==> src/rtl/clint_pkg.sv <==
// Shared definitions for the clint block: register offsets, bus FSM states
// and the mtimecmp reset value.
package clint_pkg;

    localparam logic [4:0] CLINT_MSIP_OFF     = 5'h00;
    localparam logic [4:0] CLINT_SSIP_OFF     = 5'h04;
    localparam logic [4:0] CLINT_MTIMECMP_OFF = 5'h08;
    localparam logic [4:0] CLINT_MTIME_OFF    = 5'h10;

    // All ones keeps the timer interrupt quiet until software programs it.
    localparam logic [63:0] CLINT_MTIMECMP_RST = 64'hFFFF_FFFF_FFFF_FFFF;

    typedef enum logic [1:0] {
        ST_IDLE   = 2'd0,
        ST_ACCESS = 2'd1,
        ST_DONE   = 2'd2
    } clint_state_e;

endpackage

==> src/rtl/mtime_counter.sv <==
// Free-running 64-bit mtime with a CLOCK_DIV prescaler and a byte-granular
// load port. A load wins over an increment on the same edge.
module mtime_counter #(
    parameter int CLOCK_DIV = 1
) (
    input  logic        clock,
    input  logic        reset,
    input  logic [63:0] load_data,
    input  logic [7:0]  load_be,
    output logic [63:0] mtime
);

    localparam int PW = (CLOCK_DIV > 1) ? $clog2(CLOCK_DIV) : 1;
    localparam logic [PW-1:0] PRE_MAX = PW'(CLOCK_DIV - 1);

    logic [PW-1:0] pre;
    logic          tick;
    logic [63:0]   loaded;

    assign tick = (pre == PRE_MAX);

    always_comb begin
        loaded = mtime;
        for (int b = 0; b < 8; b++) begin
            if (load_be[b]) loaded[b*8 +: 8] = load_data[b*8 +: 8];
        end
    end

    // The prescaler keeps its phase across loads.
    always_ff @(posedge clock or posedge reset) begin
        if (reset) begin
            pre   <= '0;
            mtime <= '0;
        end else begin
            pre <= tick ? '0 : pre + 1'b1;
            if (|load_be)  mtime <= loaded;
            else if (tick) mtime <= mtime + 64'd1;
        end
    end

endmodule

==> src/rtl/clint.sv <==
// Core-local interruptor: msip/ssip, mtime and mtimecmp behind a 3-state bus FSM.
// Build option: define CLINT_SSIP_EN to implement the ssip register at 0x04.
module clint
    import clint_pkg::*;
#(
    parameter int DATA_SIZE = 32,
    parameter int CLOCK_DIV = 1
) (
    input  logic                   clock,
    input  logic                   reset,
    input  logic                   rd_en,
    input  logic                   wr_en,
    input  logic [DATA_SIZE/8-1:0] byte_en,
    input  logic [4:0]             addr,
    input  logic [DATA_SIZE-1:0]   wr_data,
    output logic [DATA_SIZE-1:0]   rd_data,
    output logic                   busy,
    output logic                   msip,
    output logic                   ssip,
    output logic [63:0]            mtime,
    output logic [63:0]            mtimecmp
);

    localparam int NB = DATA_SIZE / 8;
    localparam int AL = $clog2(NB);
    localparam logic [4:0] HI_STEP = (DATA_SIZE == 32) ? 5'h04 : 5'h00;

    clint_state_e         state_q, state_d;
    logic [4:0]           addr_q;
    logic [DATA_SIZE-1:0] wdata_q;
    logic [NB-1:0]        be_q;
    logic                 is_wr_q;
    logic                 req, wr_go;
    logic                 aligned, hit_msip, hit_ssip, hit_cmp, hit_time;
    logic [63:0]          wd64, rsel;
    logic [7:0]           be64;
    logic [DATA_SIZE-1:0] rd_next;

    assign req = rd_en | wr_en;

    always_ff @(posedge clock or posedge reset) begin
        if (reset) state_q <= ST_IDLE;
        else       state_q <= state_d;
    end

    always_comb begin
        state_d = state_q;
        case (state_q)
            ST_IDLE:   if (req) state_d = ST_ACCESS;
            ST_ACCESS: state_d = ST_DONE;
            default:   state_d = ST_IDLE;
        endcase
    end

    assign busy  = (state_q == ST_IDLE && req) || (state_q == ST_ACCESS);
    assign wr_go = (state_q == ST_ACCESS) && is_wr_q;

    // A request with both enables set is treated as a write.
    always_ff @(posedge clock or posedge reset) begin
        if (reset) begin
            addr_q  <= '0;
            wdata_q <= '0;
            be_q    <= '0;
            is_wr_q <= 1'b0;
        end else if (state_q == ST_IDLE && req) begin
            addr_q  <= addr;
            wdata_q <= wr_data;
            be_q    <= byte_en;
            is_wr_q <= wr_en;
        end
    end

    assign aligned  = (addr_q[AL-1:0] == '0);
    assign hit_msip = aligned && (addr_q == CLINT_MSIP_OFF);
    assign hit_cmp  = aligned && (addr_q == CLINT_MTIMECMP_OFF || addr_q == CLINT_MTIMECMP_OFF + HI_STEP);
    assign hit_time = aligned && (addr_q == CLINT_MTIME_OFF || addr_q == CLINT_MTIME_OFF + HI_STEP);
`ifdef CLINT_SSIP_EN
    assign hit_ssip = aligned && (addr_q == CLINT_SSIP_OFF);
`else
    assign hit_ssip = 1'b0;
`endif

    // Map the bus word onto a 64-bit register view; on a 32-bit bus addr[2]
    // picks the upper half.
    generate
        if (DATA_SIZE == 64) begin : g_bus64
            assign wd64    = wdata_q;
            assign be64    = be_q;
            assign rd_next = rsel;
        end else begin : g_bus32
            assign wd64    = {wdata_q, wdata_q};
            assign be64    = addr_q[2] ? {be_q, 4'b0000} : {4'b0000, be_q};
            assign rd_next = addr_q[2] ? rsel[63:32] : rsel[31:0];
        end
    endgenerate

    always_comb begin
        rsel = '0;
        if (hit_msip) rsel = {63'd0, msip};
        if (hit_ssip) rsel = {2{31'd0, ssip}};
        if (hit_cmp)  rsel = mtimecmp;
        if (hit_time) rsel = mtime;
    end

    always_ff @(posedge clock or posedge reset) begin
        if (reset) begin
            msip     <= 1'b0;
            mtimecmp <= CLINT_MTIMECMP_RST;
        end else if (wr_go) begin
            if (hit_msip && be64[0]) msip <= wd64[0];
            if (hit_cmp) begin
                for (int b = 0; b < 8; b++) begin
                    if (be64[b]) mtimecmp[b*8 +: 8] <= wd64[b*8 +: 8];
                end
            end
        end
    end

`ifdef CLINT_SSIP_EN
    // ssip lives at 0x04, i.e. the upper lane of the 64-bit view.
    always_ff @(posedge clock or posedge reset) begin
        if (reset)                            ssip <= 1'b0;
        else if (wr_go && hit_ssip && be64[4]) ssip <= wd64[32];
    end
`else
    assign ssip = 1'b0;
`endif

    always_ff @(posedge clock or posedge reset) begin
        if (reset)                                  rd_data <= '0;
        else if (state_q == ST_ACCESS && !is_wr_q) rd_data <= rd_next;
    end

    mtime_counter #(.CLOCK_DIV(CLOCK_DIV)) u_mtime (
        .clock     (clock),
        .reset     (reset),
        .load_data (wd64),
        .load_be   ((wr_go && hit_time) ? be64 : 8'h00),
        .mtime     (mtime)
    );

endmodule

==> config.mk <==
export PLATFORM = sky130hd
export DESIGN_NAME = clint
export DESIGN_NICKNAME = d
export VERILOG_FILES = /design/src/rtl/clint_pkg.sv /design/src/rtl/mtime_counter.sv /design/src/rtl/clint.sv
export SDC_FILE = /design/constraint.sdc
export NUM_CORES = 1
export LEC_CHECK = 0
export ABC_AREA = 1
export CAP_MARGIN = 40
export CORE_ASPECT_RATIO = 0.8
export CORE_UTILIZATION = 53
export DETAILED_ROUTE_END_ITERATION = 7
export PLACE_DENSITY = 0.81
export SETUP_SLACK_MARGIN = 0.3
export SLEW_MARGIN = 0
export SYNTH_ARGS = -nofsm -noshare
export SYNTH_HDL_FRONTEND = slang
export SYNTH_SLANG_ARGS = --single-unit
==> constraint.sdc <==
create_clock -name clock -period 8.76 [get_ports clock]
set_clock_uncertainty 0.2 [all_clocks]
set_input_delay 1.752 -clock clock [delete_from_list [all_inputs] [get_ports clock]]
set_output_delay 1.752 -clock clock [all_outputs]
set_load 0.005 [all_outputs]
After elaboration in Yosys (flattened, before gate mapping)
Cells that the tools add are included.
{"block": "op_classes", "shift": 0, "reduce_logical": 33, "n_div": 0, "n_eq_ne": 15, "multipliers": 0, "muxes": 19, "bitwise_logic": 1, "add_sub_neg": 2, "magnitude_cmp": 0}
{"operator": "$mux 64", "n": 4}
{"operator": "$mux 8", "n": 10}
{"operator": "$add 64x1->64 const B", "n": 1}
{"operator": "$mux 32", "n": 1}
{"operator": "$reduce_and 3->1", "n": 8}
{"operator": "$reduce_and 2->1", "n": 9}
{"operator": "$ne 2x1->1 const B", "n": 8}
{"operator": "$eq 5x4->1 const B", "n": 2}
{"operator": "$eq 5x5->1 const B", "n": 2}
{"operator": "$logic_and 1x1->1", "n": 8}
{"operator": "$reduce_or 8->1", "n": 1}
{"operator": "$logic_not 5->1", "n": 1}
{"operator": "$logic_not 2->1", "n": 2}
{"operator": "$ne 2x2->1 const B", "n": 2}
{"operator": "$pmux 2 s2", "n": 1}
{"operator": "$logic_or 1x1->1", "n": 3}
{"operator": "$eq 2x1->1 const B", "n": 1}
{"operator": "$mux 1", "n": 2}
{"operator": "$mux 2", "n": 1}
{"operator": "$add 1x1->1 const B", "n": 1}
{"operator": "$logic_not 1->1", "n": 1}
{"operator": "$or 1x1->1", "n": 1}
{"block": "totals", "n_memories": 0, "latchBits": 0, "ff_bits": 206, "inputBits": 45, "elab_cells": 94, "out_inout_bits": 163, "ram_bits": 0, "mem_bits_ro": 0}

Depth between registers and ports, before layout
Gate-level depths: netlist of run 1.
{"block": "logic_depth", "depth_word": 8, "ltp_mapped": 13, "ltp_nobuf": 12}

Cells and area by module
From an unflattened synthesis of run 1, not the netlist that was laid out.
{"block": "hier_totals", "cells_unflattened": 1656, "hier_area_um2": 12107.9}
{"module": "clint", "seq_area_each_um2": 3608.5, "area_each_um2": 7000.5, "n_inst": 1, "cells_each": 798}
{"module": "mtime_counter", "seq_area_each_um2": 1601.5, "area_each_um2": 5107.4, "n_inst": 1, "cells_each": 858}

Worst setup path before layout of run 1
OpenSTA, ideal clock, no wires.
{"block": "synth_path", "kind": "input to output", "start": "in wr_en", "end": "out busy", "required_ns": 6.808, "slack_ns": 4.624, "n_path_buf": 0, "arrival_time_ns": 2.184, "cell_stages": 2, "path_cell_list": "o21ai_1 nand2_1"}
{"block": "synth_via", "elab_chain_cells": 3}
{"element": "start: declaration", "line_no": "clint.sv:12", "text": "input logic wr_en,"}
{"element": "$or 1x1->1", "line_no": "clint.sv:39", "text": "assign req = rd_en | wr_en;"}
{"element": "$logic_and 1x1->1", "line_no": "clint.sv:55", "text": "assign busy = (state_q == ST_IDLE && req) || (state_q == ST_ACCESS);"}
{"element": "$logic_or 1x1->1", "line_no": "clint.sv:55"}
{"element": "end: declaration", "line_no": "clint.sv:17", "text": "output logic busy,"}
No other way between the ends.

Final worst setup path of run 1
Same ends and word-level chain as after synthesis.

==> flow_metrics.env, run 1 <==
export IMPL_netSwitchingFraction_pct=38.4
export IMPL_placed_area_sq_um=13700
export IMPL_syn_to_final_growth_pct=26.8
export IMPL_dp_cells=2054
export IMPL_max_stage_delay_ns=0.47
export IMPL_cts_clk_slew_worst_paths_ns=0.06
export IMPL_clock_sinks=205
export IMPL_r2r_slack_ns=5.43
export IMPL_overflow=0
export IMPL_grt_max_degree=126
export IMPL_antenna_found_initial=0
export IMPL_synth_nets=1671
export IMPL_setup_viol=0
export IMPL_violations="design-rule violations"
export IMPL_worst_slack_ns=3.58
export IMPL_cp_data_arrival_time_ns=3.23
export IMPL_path_buf_inv=2
export IMPL_cp_common_cell="clkdlybuf4s50_1"
export IMPL_cts_tree="built"
export IMPL_async_flop_share_pct=100
export IMPL_hold_viol=0
export IMPL_max_slew_margin_pct=49.4
export IMPL_post_cts_setup_buffer_count=0
export IMPL_rsz0062_at_grt="no"
export IMPL_fin_crit_sh_pct=59.1
export IMPL_stdcell_area_sq_um=14500
export IMPL_r2r_start="addr_q[4]"
export IMPL_cp_cell_sequence="clkdlybuf4s50_1 > o21ai_1 > nand2_1 > clkdlybuf4s50_1"
export IMPL_fillers=1786
export IMPL_critPathCaptureType="primary output"
export IMPL_post_route_util_pct=69.5
export IMPL_max_freq_ghz=0.193
export IMPL_drive_gt1_share_pct=7.73
export IMPL_cap_viol_max_count=0
export IMPL_cts_buffer_depth=3
export IMPL_syn_avg_cell_area_sq_um=7.06
export IMPL_num_rows=47
export IMPL_ctsResizeCount=0
export IMPL_p_leak_nw=6.10
export IMPL_cp_top_family="buffers and inverters"
export IMPL_postCtsHoldBufs=0
export IMPL_ir_drop_mv=0.200
export IMPL_place_congestion=0.988
export IMPL_cts_made_buffers=22
export IMPL_synthCells=1625
export IMPL_coreArea_sq_um=20900
export IMPL_min_period_ns=5.18
export IMPL_drt_iter0_drc=1491
export IMPL_ys_flop_type="dfrtp_1"
export IMPL_yosysWarningCount=0
export IMPL_grt_first_pass_wirelength_mm=62.8
export IMPL_p_total_mw=4.49
export IMPL_intPower_mw=2.77
export IMPL_num_nets_final=1855
export IMPL_vias_per_cell=5.73
export IMPL_slew_viol_final=0
export IMPL_worstSetupPathType="in -> out"
export IMPL_status="finished with violations"
export IMPL_pwr_share_comb_pct=38.1
export IMPL_finalNonFillerCells=2094
export IMPL_antenna_left=0
export IMPL_seqPwrFrac_pct=38.9
export IMPL_fin_setup_tns_ns=0
export IMPL_vias=12000
export IMPL_final_common_cell="nand2_1"
export IMPL_path_max_fanout=8
export IMPL_wire_per_inst_um=19.3
export IMPL_ys_ff_latch=205
export IMPL_cts_root_buf="clkbuf_16"
export IMPL_start_util_pct=54.8
export IMPL_first_global_vias=11200
export IMPL_layout_common_cells="nand2_1, clkdlybuf4s50_1, nor2_1"
export IMPL_switchingPower_mw=1.72
export IMPL_die_area_sq_um=22200
export IMPL_die_y_um=134
export IMPL_critical_path_slowest_cell="o21ai_1"
export IMPL_ys_types=36
export IMPL_dieWidth_um=166
export IMPL_synth_area_sq_um=11500
export IMPL_antennaDiodeCount=0
export IMPL_synth_edf_count=0
export IMPL_yosysSeqAreaShare_pct=45.4
export IMPL_clkLatencyLatePin_ns=0.52
export IMPL_pin_count=208
export IMPL_pre_cts_ws_ns=3.60
export IMPL_cp_data_required_time_ns=6.81
export IMPL_h_tree_depth=1
export IMPL_drcViolationCount=14
export IMPL_powerDensity_nw_per_um2=309
export IMPL_finalHoldWorstSlack_ns=0.276
export IMPL_critPathLaunch="wr_en"
export IMPL_wl_mm=40.3
export IMPL_drtPass1Iterations=8
export IMPL_worst_pin_slew_ns=0.758
export IMPL_hold_start="wdata_q[0]"
export IMPL_startpoint_type="input pin"
export IMPL_clkPwrFrac_pct=23.0
export IMPL_hpwl_mm=29.3
export IMPL_portBuffers=206
export IMPL_grt_use_total_pct=36.4
export IMPL_hold_path_class="reg -> reg"
## state kept, by name, indices dropped and copies added (netlist names)
register / cells
mtimecmp: 64
u_mtime.mtime: 64
be_q: 4
msip: 1
is_wr_q: 1
rd_data: 32
state_q: 2
addr_q: 5
wdata_q: 32
## final cells by class
cell class	count	area, sq um	share of cell area, %
well taps	269	337	2.31
clock buffers	34	697	4.79
repair buffers	217	2200	15.1
clock inverters	6	108	0.740
flip-flops and latches	205	5210	35.8
multi-input cells	1206	5400	37.1
inverters	157	597	4.10
## path summary, 6_finish.rpt
kind                                          end  cells past startpoint
worst max-delay path                         busy                      4
worst min-delay path                  mtimecmp[0]                      2
worst max register to register  u_mtime.mtime[39]                     12
worst min register to register        mtimecmp[0]                      2
max in group asynchronous            mtimecmp[53]                      5
min in group asynchronous             rd_data[15]                      2
## power by group through the flow
stage | sequential [mW] | combinational [mW] | clock (mW)
2_1_floorplan | 1.65 | 0.838 | 0
3_3_place_gp | 1.73 | 1.61 | 0
3_5_place_dp | 1.74 | 1.68 | 0
4_1_cts | 1.73 | 1.70 | 1.03
5_1_grt | 1.79 | 1.86 | 1.07
6_report | 1.75 | 1.71 | 1.03
## synth_stat cells (3+ instances only)
master    count  area (sq um)
a31oi_1       4          25.0
nand4_1      17           106
buf_6         5          56.3
o21ai_0     142           711
o221ai_1      4          35.0
dfstp_2      64          1680
clkbuf_1     27           101
o31ai_1      10          75.1
nor2_1      161           604
o211ai_1     60           450
xor2_1       18           158
dfrtp_1     141          3530
nand3_1      94           470
nand2_1     660          2480
nor2_2       11          68.8
buf_1         3          11.3
inv_2         4          15.0
nor2_4        5          56.3
a21oi_1       4          20.0
inv_1       152           571
buf_2        20           100
## routing by layer
| layer | wire [um] | global-route usage [%] | vias up |
|---|---|---|---|
| met4 | 1200 | 11.6 | 0 |
| met1 | 17200 | 52.1 | 5669 |
| met3 | 4310 | 7.66 | 95 |
| li1 | - | - | 5551 |
| met5 | 0 | 0 | - |
| met2 | 17600 | 55.3 | 690 |
## logic make-up after synthesis
logic type               synth area share (%)
AND/OR/NAND/NOR                          33.6
XOR/XNOR                                 1.37
buffers and inverters                    7.62
multiplexers                           0.0873
other                                  0.0327
adder cells (fa/ha/maj)                 0.109
AO/OA/AOI/OAI                            11.8
flip-flops                               45.4
## worst min-delay path, stage by stage (launching register included)
cell	delay, ns
dfrtp_1	0.34
mux2i_1	0.06
inv_1	0.05
Power figures use the tool's default switching activity.
==> run 2: changes to the inputs <==
Clock period 8.76 ns to 5 ns, I/O delays scaled along.
==> run 2 against run 1 <==
Net effect:
- the flow still finishes with violations (design-rule violations)
- register-to-register slack got worse by 3.2 ns
- wire length rose by 0.56%
- first-iteration DRC count fell by 2.9%
- utilization fell by 0.71 points
- clock power rose by 51%
- die area did not move
- non-clock buffer count rose by 2
- highest routed layer unchanged
- combinational power rose by 76%
- via count fell by 0.17%
==> flow_metrics.env, run 2 (synthesis gave the netlist of run 1 again) <==
export IMPL_cts_root_buf="clkbuf_16"
export IMPL_ir_drop_mv=0.319
export IMPL_rr_worst_depth=8
export IMPL_cp_top_family="buffers and inverters"
export IMPL_drcViolationCount=11
export IMPL_dieWidth_um=166
export IMPL_fin_crit_sh_pct=72.9
export IMPL_path_buf_inv=2
export IMPL_startpoint_type="input pin"
export IMPL_hold_viol=0
export IMPL_wire_per_inst_um=19.4
export IMPL_setup_viol=0
export IMPL_clock_sinks=205
export IMPL_coreArea_sq_um=20900
export IMPL_cp_cell_sequence="clkdlybuf4s50_1 > o21ai_1 > nand2_1 > clkdlybuf4s50_1"
export IMPL_vias=12000
export IMPL_worst_pin_slew_ns=0.820
export IMPL_pin_count=208
export IMPL_h_tree_depth=1
export IMPL_cts_clk_slew_worst_paths_ns=0.06
export IMPL_stdcell_area_sq_um=14400
export IMPL_cp_data_required_time_ns=3.80
export IMPL_drtPass1Iterations=8
export IMPL_max_stage_delay_ns=0.47
export IMPL_crit_cells=4
export IMPL_dp_cells=2056
export IMPL_grt_max_degree=106
export IMPL_worstSetupPathType="in -> out"
export IMPL_hpwl_mm=30.2
export IMPL_layout_common_cells="nand2_1, clkdlybuf4s50_1, nor2_1"
export IMPL_cap_viol_max_count=0
export IMPL_antennaDiodeCount=0
export IMPL_max_slew_margin_pct=45.3
export IMPL_path_max_fanout=8
export IMPL_syn_to_final_growth_pct=25.5
export IMPL_ctsResizeCount=0
export IMPL_cp_data_arrival_time_ns=2.44
export IMPL_postCtsHoldBufs=0
export IMPL_clkLatencyLatePin_ns=0.51
export IMPL_status="finished with violations"
export IMPL_hold_path_class="reg -> reg"
export IMPL_largest_registers="mtimecmp: 64 flops, u_mtime.mtime: 64 flops"
export IMPL_pre_cts_ws_ns=1.34
export IMPL_cts_made_buffers=21
export IMPL_holdPathEnd="rd_data[29]"
export IMPL_num_rows=47
export IMPL_cp_common_cell="clkdlybuf4s50_1"
export IMPL_wl_mm=40.6
export IMPL_portBuffers=206
export IMPL_rsz0062_at_grt="no"
export IMPL_die_area_sq_um=22200
export IMPL_vias_per_cell=5.73
export IMPL_p_leak_nw=6.03
export IMPL_drt_iter0_drc=1448
export IMPL_min_period_ns=3.64
export IMPL_grt_use_total_pct=36.6
export IMPL_hold_start="rd_data[29]"
export IMPL_num_nets_final=1856
export IMPL_grt_first_pass_wirelength_mm=63.0
export IMPL_first_global_vias=11200
export IMPL_slew_viol_final=0
export IMPL_finalNonFillerCells=2093
export IMPL_post_cts_setup_buffer_count=0
export IMPL_violations="design-rule violations"
export IMPL_place_congestion=0.950
export IMPL_placed_area_sq_um=13700
export IMPL_start_util_pct=54.8
export IMPL_max_freq_ghz=0.274
export IMPL_antenna_left=0
export IMPL_antenna_found_initial=0
export IMPL_critPathCaptureType="primary output"
export IMPL_timing_rr_end="u_mtime.mtime[3]"
export IMPL_r2r_start="state_q[1]"
export IMPL_cts_tree="built"
export IMPL_worst_slack_ns=1.36
export IMPL_powerDensity_nw_per_um2=530
export IMPL_overflow=0
export IMPL_r2r_slack_ns=2.25
export IMPL_cts_buffer_depth=3
export IMPL_critical_path_slowest_cell="o21ai_1"
export IMPL_die_y_um=134
export IMPL_drive_gt1_share_pct=7.46
export IMPL_final_common_cell="nand2_1"
export IMPL_fin_setup_tns_ns=0
export IMPL_holdPathStages=2
[run 2: changes by cell type in the layout (fill, tap and decap cells not counted), sizes merged]
cell    before  now
buf         11   13
bufinv       3    1
clkbuf      34   33
clkinv       3    4
inv        156  155
[run 2: area by class of cell]
class / count / area [sq um]
Sequential cell: 205 / 5210
Clock inverter: 4 / 45.0
Multi-Input combinational cell: 1206 / 5390
Fill cell: 1795 / 6540
Timing Repair Buffer: 219 / 2200
Clock buffer: 33 / 621
Inverter: 157 / 593
Tap cell: 269 / 337
[run 2: worst max path at each step]
| stage | from | endpoint | slack [ns] |
|---|---|---|---|
| 3_5_place_dp | wr_en | busy | 1.34 |
| 6_report | wr_en | busy | 1.36 |
| 5_1_grt | wr_en | busy | 1.22 |
| 3_3_place_gp | wr_en | busy | 1.42 |
| 2_1_floorplan | reset | addr_q[0] | 1.19 |
| 4_1_cts | wr_en | busy | 1.35 |
[run 2: where the power goes]
part | total, mW | switching [mW] | internal, mW
clock network | 1.56 | 0.657 | 0.900
logic | 3.01 | 1.67 | 1.33
registers | 3.06 | 0.652 | 2.41
[run 2: per-layer routing]
| metal | GRT usage [%] | part of all wire [%] | up-vias |
|---|---|---|---|
| met3 | 6.89 | 10 | 82 |
| met5 | 0 | 0 | - |
| met1 | 53.7 | 44 | 5661 |
| li1 | - | - | 5552 |
| met2 | 54.8 | 43 | 689 |
| met4 | 11.2 | 3.0 | 0 |
[run 2: tightest hold or removal path, cell delays in order (launching register included)]
cell     delay, ns
dfrtp_1       0.34
nand2_1       0.05
nand2_1       0.05
[run 2: through the flow]
step | util, % | hold slack, ns | power [mW]
floorplan | - | 0.252 | 4.35
global placement | 65.5 | 0.258 | 5.88
detailed placement | 65.6 | 0.265 | 6.00
CTS | 68.8 | 0.282 | 7.58
global route | 68.8 | 0.291 | 8.04
finish | 68.8 | 0.277 | 7.62
